**src/rtl/motor_mix_seq_pkg.sv**
```systemverilog
// Shared types and default constants for the quad motor mixer.
// States, motor indices and speed limits used by the sequencer and its datapath.
package quad_pkg;

  typedef enum logic [2:0] {
    S_IDLE,
    S_FRNT,
    S_BCK,
    S_LFT,
    S_RGHT,
    S_COMMIT
  } mix_state_t;

  typedef logic [1:0] motor_idx_t;

  localparam motor_idx_t MOT_FRNT = 2'd0;
  localparam motor_idx_t MOT_BCK  = 2'd1;
  localparam motor_idx_t MOT_LFT  = 2'd2;
  localparam motor_idx_t MOT_RGHT = 2'd3;

  localparam logic [10:0] MIN_RUN_DEF   = 11'h2C0;
  localparam logic [10:0] CAL_SPEED_DEF = 11'h1B0;
  localparam logic [10:0] SPD_MAX_DEF   = 11'h7FF;

endpackage

```
**src/rtl/motor_mix_seq_if.sv**
```systemverilog
// PD-term inputs and committed motor-speed outputs of the mixer.
// Master drives sensor side; slave (the mixer) drives speeds and status.
interface motor_mix_seq_if;

  logic        vld;
  logic        inertial_cal;
  logic        clr_ovr;
  logic [8:0]  thrst;
  logic [9:0]  ptch_pterm;
  logic [9:0]  roll_pterm;
  logic [9:0]  yaw_pterm;
  logic [11:0] ptch_dterm;
  logic [11:0] roll_dterm;
  logic [11:0] yaw_dterm;
  logic [10:0] frnt_spd;
  logic [10:0] bck_spd;
  logic [10:0] lft_spd;
  logic [10:0] rght_spd;
  logic        spd_vld;
  logic        busy;
  logic        ovr_run;

  modport master (
    output vld, inertial_cal, clr_ovr, thrst,
    output ptch_pterm, roll_pterm, yaw_pterm,
    output ptch_dterm, roll_dterm, yaw_dterm,
    input  frnt_spd, bck_spd, lft_spd, rght_spd, spd_vld, busy, ovr_run
  );

  modport slave (
    input  vld, inertial_cal, clr_ovr, thrst,
    input  ptch_pterm, roll_pterm, yaw_pterm,
    input  ptch_dterm, roll_dterm, yaw_dterm,
    output frnt_spd, bck_spd, lft_spd, rght_spd, spd_vld, busy, ovr_run
  );

endinterface

```
**src/rtl/motor_mix_seq_mix_sat.sv**
```systemverilog
// Combinational base +/- axis +/- yaw adder with 11-bit unsigned clamp.
// Zero latency; no flow control.
module mix_sat #(
  parameter logic [10:0] SPD_MAX = quad_pkg::SPD_MAX_DEF
) (
  input  logic signed [13:0] i_base,
  input  logic signed [13:0] i_axis,
  input  logic signed [13:0] i_yaw,
  input  logic               i_axis_neg,
  input  logic               i_yaw_neg,
  output logic [10:0]        o_spd
);

  logic signed [13:0] w_axis_t;
  logic signed [13:0] w_yaw_t;
  logic signed [13:0] w_sum;

  always_comb begin
    w_axis_t = i_axis_neg ? -i_axis : i_axis;
    w_yaw_t  = i_yaw_neg  ? -i_yaw  : i_yaw;
    w_sum    = i_base + w_axis_t + w_yaw_t;
    if (w_sum < 14'sd0)
      o_spd = '0;
    else if (w_sum > $signed({3'b000, SPD_MAX}))
      o_spd = SPD_MAX;
    else
      o_spd = w_sum[10:0];
  end

endmodule

```
**src/rtl/motor_mix_seq.sv**
```systemverilog
// Captures PD terms on vld, mixes one motor per cycle through a shared adder, commits all four.
// vld->spd_vld 5 cycles; vld while busy is dropped and flagged in ovr_run.
module motor_mix_seq
  import quad_pkg::*;
#(
  parameter logic [10:0] MIN_RUN   = MIN_RUN_DEF,
  parameter logic [10:0] CAL_SPEED = CAL_SPEED_DEF,
  parameter logic [10:0] SPD_MAX   = SPD_MAX_DEF
) (
  input logic           clk,
  input logic           rst_n,
  motor_mix_seq_if.slave bus
);

  mix_state_t  r_state;
  mix_state_t  w_next;
  logic [9:0]  r_ptch_p, r_roll_p, r_yaw_p;
  logic [11:0] r_ptch_d, r_roll_d, r_yaw_d;
  logic [8:0]  r_thrst;
  logic        r_cal;
  logic [10:0] r_stg [4];
  logic [10:0] r_frnt, r_bck, r_lft, r_rght;
  logic        r_spd_vld;
  logic        r_ovr_run;

  logic               w_busy, w_capture, w_stg_we, w_commit;
  logic               w_axis_neg, w_yaw_neg;
  motor_idx_t         w_idx;
  logic signed [13:0] w_base, w_ptch, w_roll, w_yaw, w_axis;
  logic [10:0]        w_mix_spd;

  assign w_busy = (r_state != S_IDLE);
  assign w_base = $signed({3'b000, MIN_RUN}) + $signed({5'b00000, r_thrst});
  assign w_ptch = $signed({{4{r_ptch_p[9]}}, r_ptch_p}) + $signed({{2{r_ptch_d[11]}}, r_ptch_d});
  assign w_roll = $signed({{4{r_roll_p[9]}}, r_roll_p}) + $signed({{2{r_roll_d[11]}}, r_roll_d});
  assign w_yaw  = $signed({{4{r_yaw_p[9]}},  r_yaw_p})  + $signed({{2{r_yaw_d[11]}},  r_yaw_d});

  // State selects which motor's operands feed the single shared adder.
  always_comb begin
    w_next     = r_state;
    w_capture  = 1'b0;
    w_stg_we   = 1'b0;
    w_commit   = 1'b0;
    w_idx      = MOT_FRNT;
    w_axis     = w_ptch;
    w_axis_neg = 1'b0;
    w_yaw_neg  = 1'b0;
    case (r_state)
      S_IDLE: begin
        if (bus.vld) begin
          w_capture = 1'b1;
          w_next    = S_FRNT;
        end
      end
      S_FRNT: begin
        w_stg_we   = 1'b1;
        w_axis_neg = 1'b1;
        w_next     = S_BCK;
      end
      S_BCK: begin
        w_stg_we = 1'b1;
        w_idx    = MOT_BCK;
        w_next   = S_LFT;
      end
      S_LFT: begin
        w_stg_we   = 1'b1;
        w_idx      = MOT_LFT;
        w_axis     = w_roll;
        w_axis_neg = 1'b1;
        w_yaw_neg  = 1'b1;
        w_next     = S_RGHT;
      end
      S_RGHT: begin
        w_stg_we  = 1'b1;
        w_idx     = MOT_RGHT;
        w_axis    = w_roll;
        w_yaw_neg = 1'b1;
        w_next    = S_COMMIT;
      end
      S_COMMIT: begin
        w_commit = 1'b1;
        w_next   = S_IDLE;
      end
      default: w_next = S_IDLE;
    endcase
  end

  mix_sat #(.SPD_MAX(SPD_MAX)) u_mix_sat (
    .i_base     (w_base),
    .i_axis     (w_axis),
    .i_yaw      (w_yaw),
    .i_axis_neg (w_axis_neg),
    .i_yaw_neg  (w_yaw_neg),
    .o_spd      (w_mix_spd)
  );

  always_ff @(posedge clk or negedge rst_n) begin
    if (!rst_n) begin
      r_state   <= S_IDLE;
      r_ptch_p  <= '0;
      r_roll_p  <= '0;
      r_yaw_p   <= '0;
      r_ptch_d  <= '0;
      r_roll_d  <= '0;
      r_yaw_d   <= '0;
      r_thrst   <= '0;
      r_cal     <= 1'b0;
      for (int i = 0; i < 4; i++) r_stg[i] <= '0;
      r_frnt    <= '0;
      r_bck     <= '0;
      r_lft     <= '0;
      r_rght    <= '0;
      r_spd_vld <= 1'b0;
      r_ovr_run <= 1'b0;
    end else begin
      r_state   <= w_next;
      r_spd_vld <= w_commit;
      if (w_capture) begin
        r_ptch_p <= bus.ptch_pterm;
        r_roll_p <= bus.roll_pterm;
        r_yaw_p  <= bus.yaw_pterm;
        r_ptch_d <= bus.ptch_dterm;
        r_roll_d <= bus.roll_dterm;
        r_yaw_d  <= bus.yaw_dterm;
        r_thrst  <= bus.thrst;
        r_cal    <= bus.inertial_cal;
      end
      if (w_stg_we)
        r_stg[w_idx] <= r_cal ? CAL_SPEED : w_mix_spd;
      if (w_commit) begin
        r_frnt <= r_stg[MOT_FRNT];
        r_bck  <= r_stg[MOT_BCK];
        r_lft  <= r_stg[MOT_LFT];
        r_rght <= r_stg[MOT_RGHT];
      end
      // Overrun set takes priority over a coincident clear.
      if (bus.vld && w_busy)
        r_ovr_run <= 1'b1;
      else if (bus.clr_ovr)
        r_ovr_run <= 1'b0;
    end
  end

  assign bus.frnt_spd = r_frnt;
  assign bus.bck_spd  = r_bck;
  assign bus.lft_spd  = r_lft;
  assign bus.rght_spd = r_rght;
  assign bus.spd_vld  = r_spd_vld;
  assign bus.busy     = w_busy;
  assign bus.ovr_run  = r_ovr_run;

endmodule

```
**src/flat_wrapper.sv**
```systemverilog
// flat-port wrapper written by rule: the top's interface ports become plain ports
module motor_mix_seq_flat import quad_pkg::*;
#(
  parameter logic [10:0] MIN_RUN   = MIN_RUN_DEF,
  parameter logic [10:0] CAL_SPEED = CAL_SPEED_DEF,
  parameter logic [10:0] SPD_MAX   = SPD_MAX_DEF
)
  (clk, rst_n, bus_vld, bus_inertial_cal, bus_clr_ovr, bus_thrst, bus_ptch_pterm, bus_roll_pterm, bus_yaw_pterm, bus_ptch_dterm, bus_roll_dterm, bus_yaw_dterm, bus_frnt_spd, bus_bck_spd, bus_lft_spd, bus_rght_spd, bus_spd_vld, bus_busy, bus_ovr_run);
  motor_mix_seq_if bus_i ();
  input logic clk;
  input logic rst_n;
  input wire logic [$bits(bus_i.vld)-1:0] bus_vld;
  input wire logic [$bits(bus_i.inertial_cal)-1:0] bus_inertial_cal;
  input wire logic [$bits(bus_i.clr_ovr)-1:0] bus_clr_ovr;
  input wire logic [$bits(bus_i.thrst)-1:0] bus_thrst;
  input wire logic [$bits(bus_i.ptch_pterm)-1:0] bus_ptch_pterm;
  input wire logic [$bits(bus_i.roll_pterm)-1:0] bus_roll_pterm;
  input wire logic [$bits(bus_i.yaw_pterm)-1:0] bus_yaw_pterm;
  input wire logic [$bits(bus_i.ptch_dterm)-1:0] bus_ptch_dterm;
  input wire logic [$bits(bus_i.roll_dterm)-1:0] bus_roll_dterm;
  input wire logic [$bits(bus_i.yaw_dterm)-1:0] bus_yaw_dterm;
  output wire logic [$bits(bus_i.frnt_spd)-1:0] bus_frnt_spd;
  output wire logic [$bits(bus_i.bck_spd)-1:0] bus_bck_spd;
  output wire logic [$bits(bus_i.lft_spd)-1:0] bus_lft_spd;
  output wire logic [$bits(bus_i.rght_spd)-1:0] bus_rght_spd;
  output wire logic [$bits(bus_i.spd_vld)-1:0] bus_spd_vld;
  output wire logic [$bits(bus_i.busy)-1:0] bus_busy;
  output wire logic [$bits(bus_i.ovr_run)-1:0] bus_ovr_run;
  assign bus_i.vld = bus_vld;
  assign bus_i.inertial_cal = bus_inertial_cal;
  assign bus_i.clr_ovr = bus_clr_ovr;
  assign bus_i.thrst = bus_thrst;
  assign bus_i.ptch_pterm = bus_ptch_pterm;
  assign bus_i.roll_pterm = bus_roll_pterm;
  assign bus_i.yaw_pterm = bus_yaw_pterm;
  assign bus_i.ptch_dterm = bus_ptch_dterm;
  assign bus_i.roll_dterm = bus_roll_dterm;
  assign bus_i.yaw_dterm = bus_yaw_dterm;
  assign bus_frnt_spd = bus_i.frnt_spd;
  assign bus_bck_spd = bus_i.bck_spd;
  assign bus_lft_spd = bus_i.lft_spd;
  assign bus_rght_spd = bus_i.rght_spd;
  assign bus_spd_vld = bus_i.spd_vld;
  assign bus_busy = bus_i.busy;
  assign bus_ovr_run = bus_i.ovr_run;
  motor_mix_seq #(.MIN_RUN(MIN_RUN), .CAL_SPEED(CAL_SPEED), .SPD_MAX(SPD_MAX)) u_core (.clk(clk), .rst_n(rst_n), .bus(bus_i));
endmodule
```
**config.mk**
```make
export PLATFORM = sky130hd
export DESIGN_NAME = motor_mix_seq_flat
export DESIGN_NICKNAME = d
export VERILOG_FILES = /design/src/rtl/motor_mix_seq_pkg.sv /design/src/rtl/motor_mix_seq_if.sv /design/src/rtl/motor_mix_seq_mix_sat.sv /design/src/rtl/motor_mix_seq.sv /design/src/flat_wrapper.sv
export SDC_FILE = /design/constraint.sdc
export NUM_CORES = 1
export LEC_CHECK = 0
export CAP_MARGIN = 20
export CELL_PAD_IN_SITES_DETAIL_PLACEMENT = 1
export CELL_PAD_IN_SITES_GLOBAL_PLACEMENT = 1
export CORE_MARGIN = 2
export CORE_UTILIZATION = 47
export DETAILED_ROUTE_END_ITERATION = 10
export GPL_ROUTABILITY_DRIVEN = 0
export PLACE_DENSITY_LB_ADDON = 0.25
export REMOVE_ABC_BUFFERS = 1
export SLEW_MARGIN = 40
export SYNTH_ARGS = -nofsm -noshare
export SYNTH_HDL_FRONTEND = slang
export SYNTH_SLANG_ARGS = --single-unit
export TNS_END_PERCENT = 1
```
**constraint.sdc**
```tcl
create_clock -name clk -period 15.47 [get_ports clk]
set_input_delay 3.094 -clock clk [delete_from_list [all_inputs] [get_ports clk]]
set_output_delay 3.094 -clock clk [all_outputs]
set_load 0.1 [all_outputs]
```
==> results.json, run 1 <==
{
  "yosys.cell_count.top_type": "dfrtp_1",
  "synth-edff-count": 0,
  "clkTransAtPathRegs_ns": 0.07,
  "crit_slowest_cell": "dfrtp_1",
  "cp-startpoint": "u_core.r_state[2]",
  "drive_gt1_frac": 0.1671,
  "min-delay-start": "u_core.bus.frnt_spd[1]",
  "max_stage_delay_ns": 0.71,
  "endpoint_kind": "flip-flop",
  "syn_area_mm2": 0.009822,
  "cts_setup_buffers": 0,
  "relSlewSlack": 0.4694,
  "synth_cell_type_count": 74,
  "port_buffers": 126,
  "grt_use_met2": 0.4259,
  "gr-total-overflow": 0,
  "cts_tree": "done",
  "drc_errors": 0,
  "die_area_mm2": 0.02207,
  "holdPathStages": 2,
  "yosys_warnings": 0,
  "synth-seq-area-share": 0.4306,
  "ant_nets": 0,
  "async_reset_ff_frac": 1.000,
  "synth_flop_cell": "dfrtp_1",
  "met3_usage": 0.03681,
  "drv_slew": 0,
  "grt_max_degree": 112,
  "met1_usage": 0.3065,
  "initial_core_util": 0.4823,
  "ff2ff_setup_slack_ns": 8.89,
  "io_pins": 127,
  "die_w_um": 148.6,
  "critPathArrivalTime_ns": 6.91,
  "syn_to_final_growth_pct": 19.35,
  "post_cts_resized": 0,
  "grt_antenna_before_repair": 0,
  "cp.required_ns": 15.81,
  "synth_area_leaders": "dfrtp_1 43%, mux2_2 8.0%, ha_1 6.9%, nand2_1 6.3%, fa_1 3.1%",
  "num_vias": 7771,
  "reg2reg_from": "u_core.r_state[2]",
  "grt.busiest_layer": "met2",
  "fp.coreArea_mm2": 0.02036,
  "syn_avg_cell_area_um2": 10.08,
  "rr_worst_depth": 19,
  "synth_top_area_share": 0.4306,
  "start_kind": "flip-flop",
  "dpl.hpwl_mm": 18.08,
  "max_freq_mhz": 152.1,
  "cp_num_cells": 19,
  "syn-instance-count": 974,
  "crit_fanout": 30,
  "finClkSkew_ns": 0.01003,
  "finalCritPeriodShare": 0.4250,
  "maxCapViolCount": 0,
  "finalSetupViolations": 0,
  "grt.total_usage": 0.2412,
  "grt_pass1_wl_mm": 42.47,
  "cts_buffer_depth": 2,
  "synth_seq_cells": 169,
  "fp-row-count": 52,
  "fin_tns_setup_ns": 0,
  "r2r_end": "u_core.r_stg[41]",
  "critical_path_class": "reg2reg",
  "crit_buf_inv": 1,
  "cts_hold_buf": 0,
  "tightest_slew_ns": 0.7905,
  "crit_chain": "nor3b_2 > nor2_4 > inv_2 > mux2i_1 > nor3b_2 > nor2_1 > xnor2_1 > fa_1 > ha_1 > a21oi_1 > o211ai_1 > o41ai_1 > o21ai_0 > a21o_1 > nand3_1 > o41ai_1 > nor2_1 > o22ai_1 > a21oi_1",
  "fin_nets": 1232,
  "drt-total-wl_mm": 25.41,
  "clockRootBuffer": "clkbuf_16",
  "clock_latency_ns": 0.43,
  "ys_top_cells_by_count": "169 x dfrtp_1, 165 x nand2_1, 70 x mux2_2",
  "grt_pass1_vias": 8274,
  "numCtsBuffers": 17,
  "die_y_um": 148.6,
  "cts.sinks": 169,
  "cts_max_level": 4,
  "rsz0062_at_grt": "no",
  "drtIter0Drc": 375,
  "hold_viol": 0,
  "status": "completed",
  "yosys.area.top_type": "dfrtp_1",
  "hold_path.class": "reg2reg",
  "antennaDiodeCount": 0,
  "vias_per_cell": 5.693,
  "wl_per_cell_um": 18.62,
  "crit_family": "compound AO/OA/AOI/OAI gates",
  "worstHoldEndpoint": "u_core.bus.frnt_spd[1]",
  "drt_first_pass_iters": 5,
  "min_period_ns": 6.575
}
tightest hold or removal path, cell delays in order (launching register included):
cell and delay (ns):
dfrtp_1 0.34, nand2_1 0.05, nand2_1 0.05
registers in the layout, indices dropped and copies added, names as in the netlist, 11 cells and up:
signal and count:
u_core.r_stg 44, u_core.r_ptch_d 12, u_core.r_roll_d 12, u_core.r_yaw_d 12, u_core.bus.bck_spd 11, u_core.bus.frnt_spd 11
u_core.bus.lft_spd 11, u_core.bus.rght_spd 11
cells in the final DEF, fill, tap and decap left out, types with 28 or more instances in the layout:
cell / Yosys / routed
mux2_2: 70 / 70
a32o_1: 28 / 28
a21oi_1: 40 / 40
o21ai_0: 37 / 37
ha_1: 54 / 54
nor2_1: 66 / 61
dfrtp_1: 169 / 169
buf_2: 4 / 47
clkdlybuf4s50_1: 0 / 78
nand2_1: 165 / 165
inv_1: 35 / 35
final cells by class:
class / count / area (um2)
timing repair buffer: 131 / 1105
clock inverter: 13 / 182.7
fill: 2230 / 8642
sequential: 169 / 4229
multi-input combinational: 727 / 5290
clock buffer: 18 / 439.2
inverter: 37 / 138.9
tap: 270 / 337.8
metrics by stage:
step / setup WS [ns] / cell area, um2 / instances / hold WS (ns) / util
after floorplan: 8.509 / 9641 / 933 / 0.4391 / -
after global placement: 8.989 / 11270 / 1332 / 0.4547 / 0.5535
after detailed placement: 9.154 / 11040 / 1332 / 0.4588 / 0.5423
after CTS: 8.984 / 11660 / 1363 / 0.4763 / 0.5728
after global routing: 8.283 / 11720 / 1365 / 0.4965 / 0.5756
final: 8.895 / 11720 / 1365 / 0.4689 / 0.5756
per-layer routing:
metal	wire length, um	vias up
met2	13040	153
met3	847	36
met1	11080	3907
met4	447	0
li1	-	3675
met5	0	-
logic make-up after synthesis:
kind of cell    after synthesis  synth area share
simple gates                334            0.1599
mux                          75           0.08535
fa+ha+maj                    69           0.09936
xor+xnor                     48           0.04280
buf+inv                      78           0.03261
compound gates              201            0.1494
flops                       169            0.4306
worst max path at each step:
stage	endpoint	slack (ns)
global placement	u_core.r_stg[42]	8.99
CTS	u_core.r_stg[41]	8.98
finish	u_core.r_stg[41]	8.89
floorplan	u_core.r_cal	8.51
global route	u_core.r_stg[41]	8.28
detailed placement	u_core.r_stg[7]	9.15
Power of run 1 is not shown: default switching activity piles up to over one toggle a cycle in this logic, so the estimate is an artifact.
==> run 2: changes to the inputs <==
--- a/config.mk
+++ b/config.mk
@@ -9,7 +9,7 @@
 export CELL_PAD_IN_SITES_DETAIL_PLACEMENT = 1
 export CELL_PAD_IN_SITES_GLOBAL_PLACEMENT = 1
 export CORE_MARGIN = 2
-export CORE_UTILIZATION = 47
+export CORE_UTILIZATION = 44
 export DETAILED_ROUTE_END_ITERATION = 10
 export GPL_ROUTABILITY_DRIVEN = 0
 export PLACE_DENSITY_LB_ADDON = 0.25
==> constraint.sdc (replaced) <==
create_clock -name clk -period 6.25 [get_ports clk]
set_input_delay 1.25 -clock clk [delete_from_list [all_inputs] [get_ports clk]]
set_output_delay 1.25 -clock clk [all_outputs]
set_load 0.1 [all_outputs]
==> run 2 against run 1 <==
Wire length shrank 1.8%. Die area is 6.6% higher. Fmax grew 12%. Setup slack worse by 8.5 ns. Final cell count rose by 1.5%. Global-route usage is 1.8 points lower. Critical path depth grew 6. First-iteration DRC count shrank 40%. Design area grew 0.19%. Flip-flop and latch count unchanged. Critical path type unchanged. Largest cell class unchanged.
==> results.json, run 2 (synthesis results as in run 1) <==
{
  "die_w_um": 153.4,
  "grt_antenna_before_repair": 0,
  "critPathArrivalTime_ns": 6.17,
  "hold_path.class": "reg2reg",
  "numCtsBuffers": 17,
  "fillerInstances": 2445,
  "wl_per_cell_um": 18.00,
  "grt_pass1_wl_mm": 42.95,
  "endpoint_kind": "flip-flop",
  "cp.required_ns": 6.57,
  "critical_path_class": "reg2reg",
  "status": "completed",
  "dp.cells": 1355,
  "initial_core_util": 0.4487,
  "clockRootBuffer": "clkbuf_16",
  "fin_tns_setup_ns": 0,
  "instances_no_fill": 1386,
  "regMostFlops": "u_core.r_stg",
  "drt_first_pass_iters": 4,
  "port_buffers": 126,
  "worstHoldEndpoint": "u_core.bus.frnt_spd[2]",
  "finalSetupViolations": 0,
  "grt.total_usage": 0.2227,
  "finalCritPeriodShare": 0.9366,
  "grt_max_degree": 68,
  "cts_buffer_depth": 2,
  "fp.coreArea_mm2": 0.02189,
  "drive_gt1_frac": 0.1763,
  "fp-row-count": 54,
  "start_kind": "flip-flop",
  "syn_to_final_growth_pct": 19.58,
  "cts_setup_buffers": 0,
  "num_vias": 7775,
  "dp_slack_ns": 0.3577,
  "layout_common_cells": "169 x dfrtp_1, 165 x nand2_1, 78 x clkdlybuf4s50_1",
  "hold_ws_ns": 0.4690,
  "crit_fanout": 28,
  "cts_tree": "done",
  "drtIter0Drc": 226,
  "drc_errors": 0,
  "tightest_slew_ns": 0.7496,
  "drv_slew": 0,
  "holdPathStages": 2,
  "cp-startpoint": "u_core.r_yaw_d[0]",
  "hold_viol": 0,
  "die_y_um": 153.4,
  "ff2ff_setup_slack_ns": 0.40,
  "gr-total-overflow": 0,
  "vias_per_cell": 5.610,
  "clock_latency_ns": 0.44,
  "finClkSkew_ns": 0.01017,
  "cts_max_level": 4,
  "grt_pass1_vias": 8349,
  "largest_reg_flops": 44,
  "max_freq_mhz": 170.8,
  "reg2reg_from": "u_core.r_yaw_d[0]",
  "relSlewSlack": 0.5003,
  "clkTransAtPathRegs_ns": 0.07,
  "layout_setup_ws_ns": 0.3965,
  "maxCapViolCount": 0,
  "dpl.hpwl_mm": 18.47,
  "min_period_ns": 5.853,
  "antennaDiodeCount": 0,
  "drt-total-wl_mm": 24.94,
  "r2r_end": "u_core.r_stg[34]",
  "rr_worst_depth": 25,
  "min-delay-start": "u_core.bus.frnt_spd[2]",
  "ant_nets": 0,
  "layout_commonest_cell": "dfrtp_1",
  "cts.sinks": 169,
  "io_pins": 127,
  "fin_nets": 1243,
  "rsz0062_at_grt": "no",
  "die_area_mm2": 0.02353
}
## run 2: changes by cell type in the layout (fill, tap and decap cells not counted), moves of 2 or more
cell / change
bufinv_16: -2
buf_4: +14
clkinv_4: +2
inv_8: -2
clkinv_2: +2
## run 2: per-stage QoR
stage                     utilization  area, um2
after floorplan                     -       9641
after global placement         0.5199      11380
after detailed placement       0.5093      11150
after CTS                      0.5353      11720
after global routing           0.5365      11750
final                          0.5365      11750
## run 2: routing by layer
layer	vias to the layer above	global-route usage	wire length, um
met5	-	0	0
met4	0	0.05199	352
met3	27	0.03743	867
met2	149	0.3827	12340
met1	3902	0.2958	11380
li1	3697	-	-
## run 2: how the worst max path moves through the flow
stage	end
global route	u_core.r_stg[34]
global placement	u_core.r_stg[39]
finish	u_core.r_stg[34]
floorplan	u_core.r_stg[17]
CTS	u_core.r_stg[11]
detailed placement	u_core.r_stg[42]
## run 2: repair_timing
item,4_1_cts,5_1_grt
hold buffers,0,0
setup endpoints to repair,0,41
resized for setup,0,4
## run 2: cell type report
cell class	count	area [um2]	area share
Sequential cell	169	4229	0.3601
Multi-Input combinational cell	727	5310	0.4521
Inverter	37	138.9	0.01182
Timing Repair Buffer	142	1147	0.09769
Clock inverter	14	143.9	0.01225
Tap cell	280	350.3	0.02983
Clock buffer	17	425.4	0.03622
## run 2: critical path, cell delays in order (launching register included)
cell	delay (ns)
dfrtp_1	0.39
ha_1	0.25
fa_1	0.42
a211oi_2	0.33
nor4b_1	0.10
or3b_1	0.42
nor4_1	0.21
nand2_1	0.10
nor2_1	0.14
nand2_1	0.09
o21ai_0	0.21
xor2_1	0.24
fa_1	0.44
inv_1	0.07
ha_1	0.29
a311oi_1	0.26
nor2_1	0.07
nor2_1	0.09
o31a_1	0.15
xnor2_1	0.14
a211oi_1	0.07
a32oi_1	0.27
o21ba_1	0.24
or2_1	0.22
buf_4	0.23
a32o_1	0.29
Power of run 2 is left out for the same reason.
